### config.mk
export PLATFORM = sky130hd
export DESIGN_NAME = vref_sweep_ctrl
export DESIGN_NICKNAME = d
export VERILOG_FILES = /design/src/rtl/vref_sweep_ctrl.sv
export SDC_FILE = /design/constraint.sdc
export NUM_CORES = 1
export LEC_CHECK = 0
export ABC_AREA = 1
export ABC_CLOCK_PERIOD_IN_PS = 4550
export BUFFER_PORTS_ARGS = -buffer_cell sky130_fd_sc_hd__buf_2
export CAP_MARGIN = 20
export CORE_MARGIN = 2
export CORE_UTILIZATION = 50
export CTS_CLUSTER_DIAMETER = 50
export CTS_CLUSTER_SIZE = 25
export DETAILED_ROUTE_END_ITERATION = 12
export PLACE_DENSITY_LB_ADDON = 0.08
export SYNTH_ARGS = -nofsm -noshare
export SYNTH_HDL_FRONTEND = slang
export SYNTH_SLANG_ARGS = --single-unit
### constraint.sdc
create_clock -name clk -period 4.55 [get_ports clk]
set_input_delay 0.2275 -clock clk [delete_from_list [all_inputs] [get_ports clk]]
set_output_delay 0.2275 -clock clk [all_outputs]
set_load 0.05 [all_outputs]
### src/rtl/vref_sweep_ctrl.sv
// vref_sweep_ctrl
// Sweeps the receiver vref code 0..15, runs one point test per code and keeps
// the longest contiguous run of passing codes (lowest code wins a tie). The
// final code is the centre of that run, or DEFAULT_CODE when nothing passed.
//
// Parameters:
//   SETTLE_CYCLES  idle cycles after each code change before the point test (1..255)
//   DEFAULT_CODE   code used at reset, on abort and when no code passes
//
// Ports:
//   clk                rising-edge clock
//   rst_n              asynchronous active-low reset
//   i_en               sweep enable; dropping it mid-sweep aborts
//   i_pt_done          point-test completion pulse, result valid in the same cycle
//   i_rx_lanes_result  per-lane pass flags (1 = pass)
//   i_lane_mask        lanes that take part in the pass decision
//                      (present only with VREF_SWEEP_LANE_MASK_EN)
//   o_pt_start         single-cycle point-test start pulse
//   o_vref_code        receiver reference voltage control word
//   o_done             sweep complete (level)
//   o_cal_pass         at least one passing code found, valid while o_done=1
//
// Build option: define VREF_SWEEP_LANE_MASK_EN to add i_lane_mask.
module vref_sweep_ctrl #(
  parameter int unsigned SETTLE_CYCLES = 8,
  parameter logic [3:0]  DEFAULT_CODE  = 4'd8
) (
  input  logic        clk,
  input  logic        rst_n,
  input  logic        i_en,
  input  logic        i_pt_done,
  input  logic [15:0] i_rx_lanes_result,
`ifdef VREF_SWEEP_LANE_MASK_EN
  input  logic [15:0] i_lane_mask,
`endif
  output logic        o_pt_start,
  output logic [3:0]  o_vref_code,
  output logic        o_done,
  output logic        o_cal_pass
);

  typedef enum logic [2:0] {
    IDLE     = 3'd0,
    SET_CODE = 3'd1,
    SETTLE   = 3'd2,
    START_PT = 3'd3,
    WAIT_PT  = 3'd4,
    EVAL     = 3'd5,
    FINALIZE = 3'd6,
    DONE     = 3'd7
  } state_t;

  localparam logic [7:0] SETTLE_LAST = 8'(SETTLE_CYCLES - 1);

  state_t      state_r, state_s;
  logic [3:0]  idx_r, idx_s;
  logic [7:0]  settle_cnt_r, settle_cnt_s;
  logic        pt_pass_r, pt_pass_s;
  logic [3:0]  run_start_r, run_start_s;
  logic [4:0]  run_len_r, run_len_s;
  logic [3:0]  best_start_r, best_start_s;
  logic [4:0]  best_len_r, best_len_s;
  logic        pt_start_s;
  logic [3:0]  vref_code_s;
  logic        done_s;
  logic        cal_pass_s;
  logic [15:0] lane_mask_s;
  logic        abort_s;
  logic        close_s;
  logic [3:0]  ext_start_s;
  logic [4:0]  ext_len_s;
  logic [3:0]  center_s;

  // A code passes when every participating lane reports pass.
  function automatic logic lanes_pass(input logic [15:0] result, input logic [15:0] mask);
    lanes_pass = &(result | ~mask);
  endfunction

`ifdef VREF_SWEEP_LANE_MASK_EN
  assign lane_mask_s = i_lane_mask;
`else
  assign lane_mask_s = 16'hFFFF;
`endif

  // Next-state, tracker and output-register next values.
  always_comb begin
    state_s      = state_r;
    idx_s        = idx_r;
    settle_cnt_s = settle_cnt_r;
    pt_pass_s    = pt_pass_r;
    run_start_s  = run_start_r;
    run_len_s    = run_len_r;
    best_start_s = best_start_r;
    best_len_s   = best_len_r;
    pt_start_s   = 1'b0;
    vref_code_s  = o_vref_code;
    done_s       = 1'b0;
    cal_pass_s   = o_cal_pass;
    close_s      = 1'b0;

    // Current run as it would look after folding in the latched result.
    ext_len_s   = pt_pass_r ? (run_len_r + 5'd1) : run_len_r;
    ext_start_s = (pt_pass_r && (run_len_r == 5'd0)) ? idx_r : run_start_r;
    // Centre of the best run; (len-1)>>1 is at most 7 so it fits 4 bits.
    center_s    = best_start_r + 4'((best_len_r - 5'd1) >> 1);

    // SET_CODE is not abortable; every later sweep state is.
    abort_s = !i_en && (state_r inside {SETTLE, START_PT, WAIT_PT, EVAL, FINALIZE});

    if (abort_s) begin
      state_s     = IDLE;
      vref_code_s = DEFAULT_CODE;
      cal_pass_s  = 1'b0;
    end else begin
      case (state_r)
        IDLE: begin
          cal_pass_s = 1'b0;
          if (i_en) begin
            state_s      = SET_CODE;
            idx_s        = 4'd0;
            settle_cnt_s = 8'd0;
            pt_pass_s    = 1'b0;
            run_start_s  = 4'd0;
            run_len_s    = 5'd0;
            best_start_s = 4'd0;
            best_len_s   = 5'd0;
            vref_code_s  = 4'd0;
          end else begin
            state_s = IDLE;
          end
        end
        SET_CODE: begin
          state_s      = SETTLE;
          settle_cnt_s = 8'd0;
        end
        SETTLE: begin
          if (settle_cnt_r == SETTLE_LAST) begin
            state_s    = START_PT;
            pt_start_s = 1'b1;
          end else begin
            settle_cnt_s = settle_cnt_r + 8'd1;
          end
        end
        START_PT: begin
          state_s = WAIT_PT;
        end
        WAIT_PT: begin
          if (i_pt_done) begin
            pt_pass_s = lanes_pass(i_rx_lanes_result, lane_mask_s);
            state_s   = EVAL;
          end else begin
            state_s = WAIT_PT;
          end
        end
        EVAL: begin
          // A failing code, or the last code, closes the run.
          close_s = !pt_pass_r || (idx_r == 4'd15);
          if (close_s) begin
            if (ext_len_s > best_len_r) begin
              best_start_s = ext_start_s;
              best_len_s   = ext_len_s;
            end else begin
              best_len_s = best_len_r;
            end
            run_start_s = 4'd0;
            run_len_s   = 5'd0;
          end else begin
            run_start_s = ext_start_s;
            run_len_s   = ext_len_s;
          end
          if (idx_r == 4'd15) begin
            state_s = FINALIZE;
          end else begin
            idx_s       = idx_r + 4'd1;
            vref_code_s = idx_r + 4'd1;
            state_s     = SET_CODE;
          end
        end
        FINALIZE: begin
          state_s = DONE;
          done_s  = 1'b1;
          if (best_len_r != 5'd0) begin
            vref_code_s = center_s;
            cal_pass_s  = 1'b1;
          end else begin
            vref_code_s = DEFAULT_CODE;
            cal_pass_s  = 1'b0;
          end
        end
        DONE: begin
          if (!i_en) begin
            state_s    = IDLE;
            cal_pass_s = 1'b0;
          end else begin
            done_s = 1'b1;
          end
        end
        default: begin
          state_s     = IDLE;
          vref_code_s = DEFAULT_CODE;
          cal_pass_s  = 1'b0;
        end
      endcase
    end
  end

  // State, trackers and registered outputs.
  always_ff @(posedge clk or negedge rst_n) begin
    if (!rst_n) begin
      state_r      <= IDLE;
      idx_r        <= 4'd0;
      settle_cnt_r <= 8'd0;
      pt_pass_r    <= 1'b0;
      run_start_r  <= 4'd0;
      run_len_r    <= 5'd0;
      best_start_r <= 4'd0;
      best_len_r   <= 5'd0;
      o_pt_start   <= 1'b0;
      o_vref_code  <= DEFAULT_CODE;
      o_done       <= 1'b0;
      o_cal_pass   <= 1'b0;
    end else begin
      state_r      <= state_s;
      idx_r        <= idx_s;
      settle_cnt_r <= settle_cnt_s;
      pt_pass_r    <= pt_pass_s;
      run_start_r  <= run_start_s;
      run_len_r    <= run_len_s;
      best_start_r <= best_start_s;
      best_len_r   <= best_len_s;
      o_pt_start   <= pt_start_s;
      o_vref_code  <= vref_code_s;
      o_done       <= done_s;
      o_cal_pass   <= cal_pass_s;
    end
  end

endmodule

==> key figures <==
Run status
  – Status: complete, no violations

CTS
  – Total CTS buffers: 5
  – Clk pin slew, worst setup/hold paths: 0.08 ns
  – Setup bufs post-CTS: 0
  – Number of hold buffers added after CTS: 0
  – Clock sink count: 41
  – H-tree depth: 2
  – Latest clock arrival within the worst-skew pair: around 0.3 ns
  – Cts repair resizes: 0
  – CTS tree: built
  – Max clock buf depth: 2
  – Clk root buf: clkbuf_8

STA
  – Worst slew margin: 0.3803
  – Setup TNS: 0 ns
  – Fin crit share: 0.4828
  – Post-route minimum period: about 2.2 ns
  – Final Hold Fails: 0
  – Actual slew at the worst max-slew pin: 0.9296 ns
  – Final setup violation count: 0
  – RSZ-0062 raised after global routing: false
  – Clk_skew: 0.006478 ns
  – F_max: 455.2 MHz
  – Slew Limit Fails: 0

Place
  – IO Port Bufs: 26
  – DP HPWL: around 4300 µm
  – Placed cells: 442
  – Placer Congestion: between 0.9 and 1
  – Dpl cell area: 2872 µm²

Yosys
  – Cells after Synth: 351
  – Yosys warning total: 0
  – Post-synthesis register bit count: 41
  – Syn_area_per_cell: 7.671 µm²
  – Syn_nets: 385
  – Synthesized area: 2693 µm²
  – Netlist cell types: 34
  – Register area share after synthesis: 0.3815

Critical path
  – Worst Setup End Kind: flop
  – Critical path peak fanout: 10
  – Setup CP Type: reg -> reg
  – CP arrival: approximately 2.4 ns
  – CP required: 4.74 ns
  – Crit start category: flop

Routing
  – Via count: 2,315
  – Initial DRC Count: 122
  – Avg WL per Cell: roughly 12 µm
  – Drt via density: about 5
  – Remaining DRCs: 0
  – Antenna-violating nets left: 0
  – Drt pass-1 iters: 4
  – Final WL: around 5600 µm

Pwr
  – Comb power frac: 0.420
  – Sequential share of power: 0.375
  – Clock power share: 0.205
  – Static leakage: 1.489 nW
  – Cell Pwr Density: approximately 440 nW/µm²
  – Switching Share: 0.4524
  – P_int: 710.9 µW
  – Psw: 587.4 µW
  – Worst vdd rail ir drop: 0.0002327 V

GRT
  – GRT Util Overall: 0.2002
  – First-pass GRT wire length: 9522 µm
  – Most Crowded Layer GR: met2
  – Largest net degree at the start of global routing: 42
  – Initial antenna violation count: 0
  – M1 GR Usage: 0.2850
  – Congestion Overflow GR: 0
  – Vias in the first global route: 2,088
  – GR Util met3: 0.03837
  – Grt met2 use: 0.3096

Floorplan
  – Die height: 77.39 µm
  – Die footprint: approximately 6000 µm²
  – Die W: 77.39 µm
  – Starting Density: 0.5239
  – CORE AREA: 5140 µm²
  – I/O Pins: 27
  – FP Rows: 26

Cells and area
  – Ant. Diodes: 0
  – Post-Layout Cell Count: 450
  – Share of cells above drive strength 1: 0.1500
  – Footprint of the multi-input gates: around 1400 µm²
  – Synth-to-Final Area Change: 10.41%
  – Fill cells: about 500
  – FF+latch area: 1027 µm²
  – Fin area: approximately 3000 µm²
  – # nets final: 413

Min path
  – Min-Delay Path Class: in -> async

Run
  – Max_cap viols: 0
-- cells in the final DEF, fill, tap and decap left out, drive strengths merged, types with 2 or more instances in the layout --
| cell type | count |
|---|---|
| nand4 | 12 |
| o21ai | 32 |
| nand2 | 96 |
| buf | 26 |
| nor2 | 35 |
| a21oi | 6 |
| dfrtp | 40 |
| nand3b | 2 |
| nand3 | 38 |
| o22ai | 2 |
| xor2 | 9 |
| nor3 | 4 |
| clkbuf | 7 |
| clkinv | 2 |
| ha | 13 |
| inv | 49 |
-- cell usage after synthesis --
master | n | share of area
nor3_1 | 4 | 0.0074
nor2_4 | 3 | 0.013
nor2_8 | 1 | 0.0074
nand2_2 | 3 | 0.0070
buf_4 | 3 | 0.0084
nor2_1 | 28 | 0.039
mux2i_1 | 1 | 0.0037
clkinv_4 | 1 | 0.0033
nor3b_4 | 1 | 0.0070
nand2_8 | 2 | 0.015
ha_1 | 13 | 0.060
buf_2 | 1 | 0.0019
o21a_1 | 1 | 0.0028
nand2_1 | 88 | 0.12
dfrtp_1 | 40 | 0.37
o21ai_4 | 1 | 0.0060
nand4_1 | 12 | 0.028
xor2_1 | 9 | 0.029
nor2_2 | 3 | 0.0070
nand3_1 | 38 | 0.071
inv_2 | 2 | 0.0028
xnor2_1 | 1 | 0.0033
buf_6 | 1 | 0.0042
a21oi_1 | 6 | 0.011
o21ai_0 | 16 | 0.030
inv_4 | 2 | 0.0046
o31ai_1 | 1 | 0.0028
fa_1 | 1 | 0.0074
inv_1 | 45 | 0.063
o22ai_1 | 2 | 0.0046
o21ai_1 | 15 | 0.028
dfstp_2 | 1 | 0.0098
nand2_4 | 3 | 0.013
nand3b_1 | 2 | 0.0056
-- area by class of cell --
type / instances / area share
Multi-Input combinational cell: 255 / 0.4806
Sequential cell: 41 / 0.3455
Inverter: 50 / 0.06650
Timing Repair Buffer: 26 / 0.04377
Clock buffer: 7 / 0.03241
Tap cell: 70 / 0.02946
Clock inverter: 1 / 0.001684
-- metal layers --
layer | part of all wire | up-vias
met5 | 0 | -
met1 | 0.49 | 1087
met4 | 0.0054 | 0
met3 | 0.032 | 2
met2 | 0.47 | 33
li1 | - | 1193
-- final timing paths --
kind / cells after the start / to / slack (ns) / start
setup / recovery: 13 / best_len_r[2] / 2.35 / run_len_r[0]
hold / removal: 1 / o_vref_code[2] / 0.06 / rst_n
setup reg to reg: 13 / best_len_r[2] / 2.35 / run_len_r[0]
hold reg to reg: 2 / o_vref_code[2] / 0.47 / o_vref_code[2]
max in group asynchronous: 1 / run_len_r[3] / 3.90 / rst_n
min in group clk: 3 / state_r[1] / 0.24 / i_en
-- metrics by stage --
stage	setup WS, ns	power (mW)	hold slack [ns]	utilization
2_1_floorplan	2.584	0.9463	-0.06809	-
3_3_place_gp	2.417	1.031	0.4257	0.5587
3_5_place_dp	2.367	1.042	0.4352	0.5587
4_1_cts	2.352	1.310	0.1162	0.5784
5_1_grt	2.071	1.389	0.1468	0.5784
6_report	2.353	1.298	0.05938	0.5784
-- power groups by stage --
stage | logic [mW] | clock network [mW] | registers [mW]
5_1_grt | 0.606 | 0.288 | 0.495
3_5_place_dp | 0.549 | 0 | 0.493
2_1_floorplan | 0.448 | 0 | 0.498
6_report | 0.545 | 0.266 | 0.487
3_3_place_gp | 0.538 | 0 | 0.493
4_1_cts | 0.550 | 0.274 | 0.486
-- flip-flops by register name, indices dropped and copies added, names as in the netlist, 3 cells and up --
signal,flops
best_len_r,5
best_start_r,4
o_vref_code,4
run_start_r,4
settle_cnt_r,8
run_len_r,5
idx_r,4
state_r,3
-- critical path, cell delays in order, from the launching register on --
cell	delay [ns]
dfrtp_1	0.37
ha_1	0.19
nand4_1	0.12
xor2_1	0.18
ha_1	0.30
nand2_1	0.05
inv_1	0.07
o21ai_0	0.08
nand3_1	0.09
nand3_1	0.07
nand2_1	0.23
nand2_2	0.19
nand2_1	0.10
nand2_1	0.05
-- logic make-up (layout without fill, tap and decap cells) --
| group | after synthesis | in the layout | share of synthesized area |
|---|---|---|---|
| and+or+nand+nor | 188 | 188 | 0.3415 |
| buffers and inverters | 55 | 84 | 0.08782 |
| AOI/OAI and AO/OA | 42 | 42 | 0.08504 |
| DFF | 41 | 41 | 0.3815 |
| adders and majority gates | 14 | 14 | 0.06785 |
| xor gates and xnor gates | 10 | 10 | 0.03253 |
| muxes | 1 | 1 | 0.003718 |
Power figures use the tool's default switching activity.
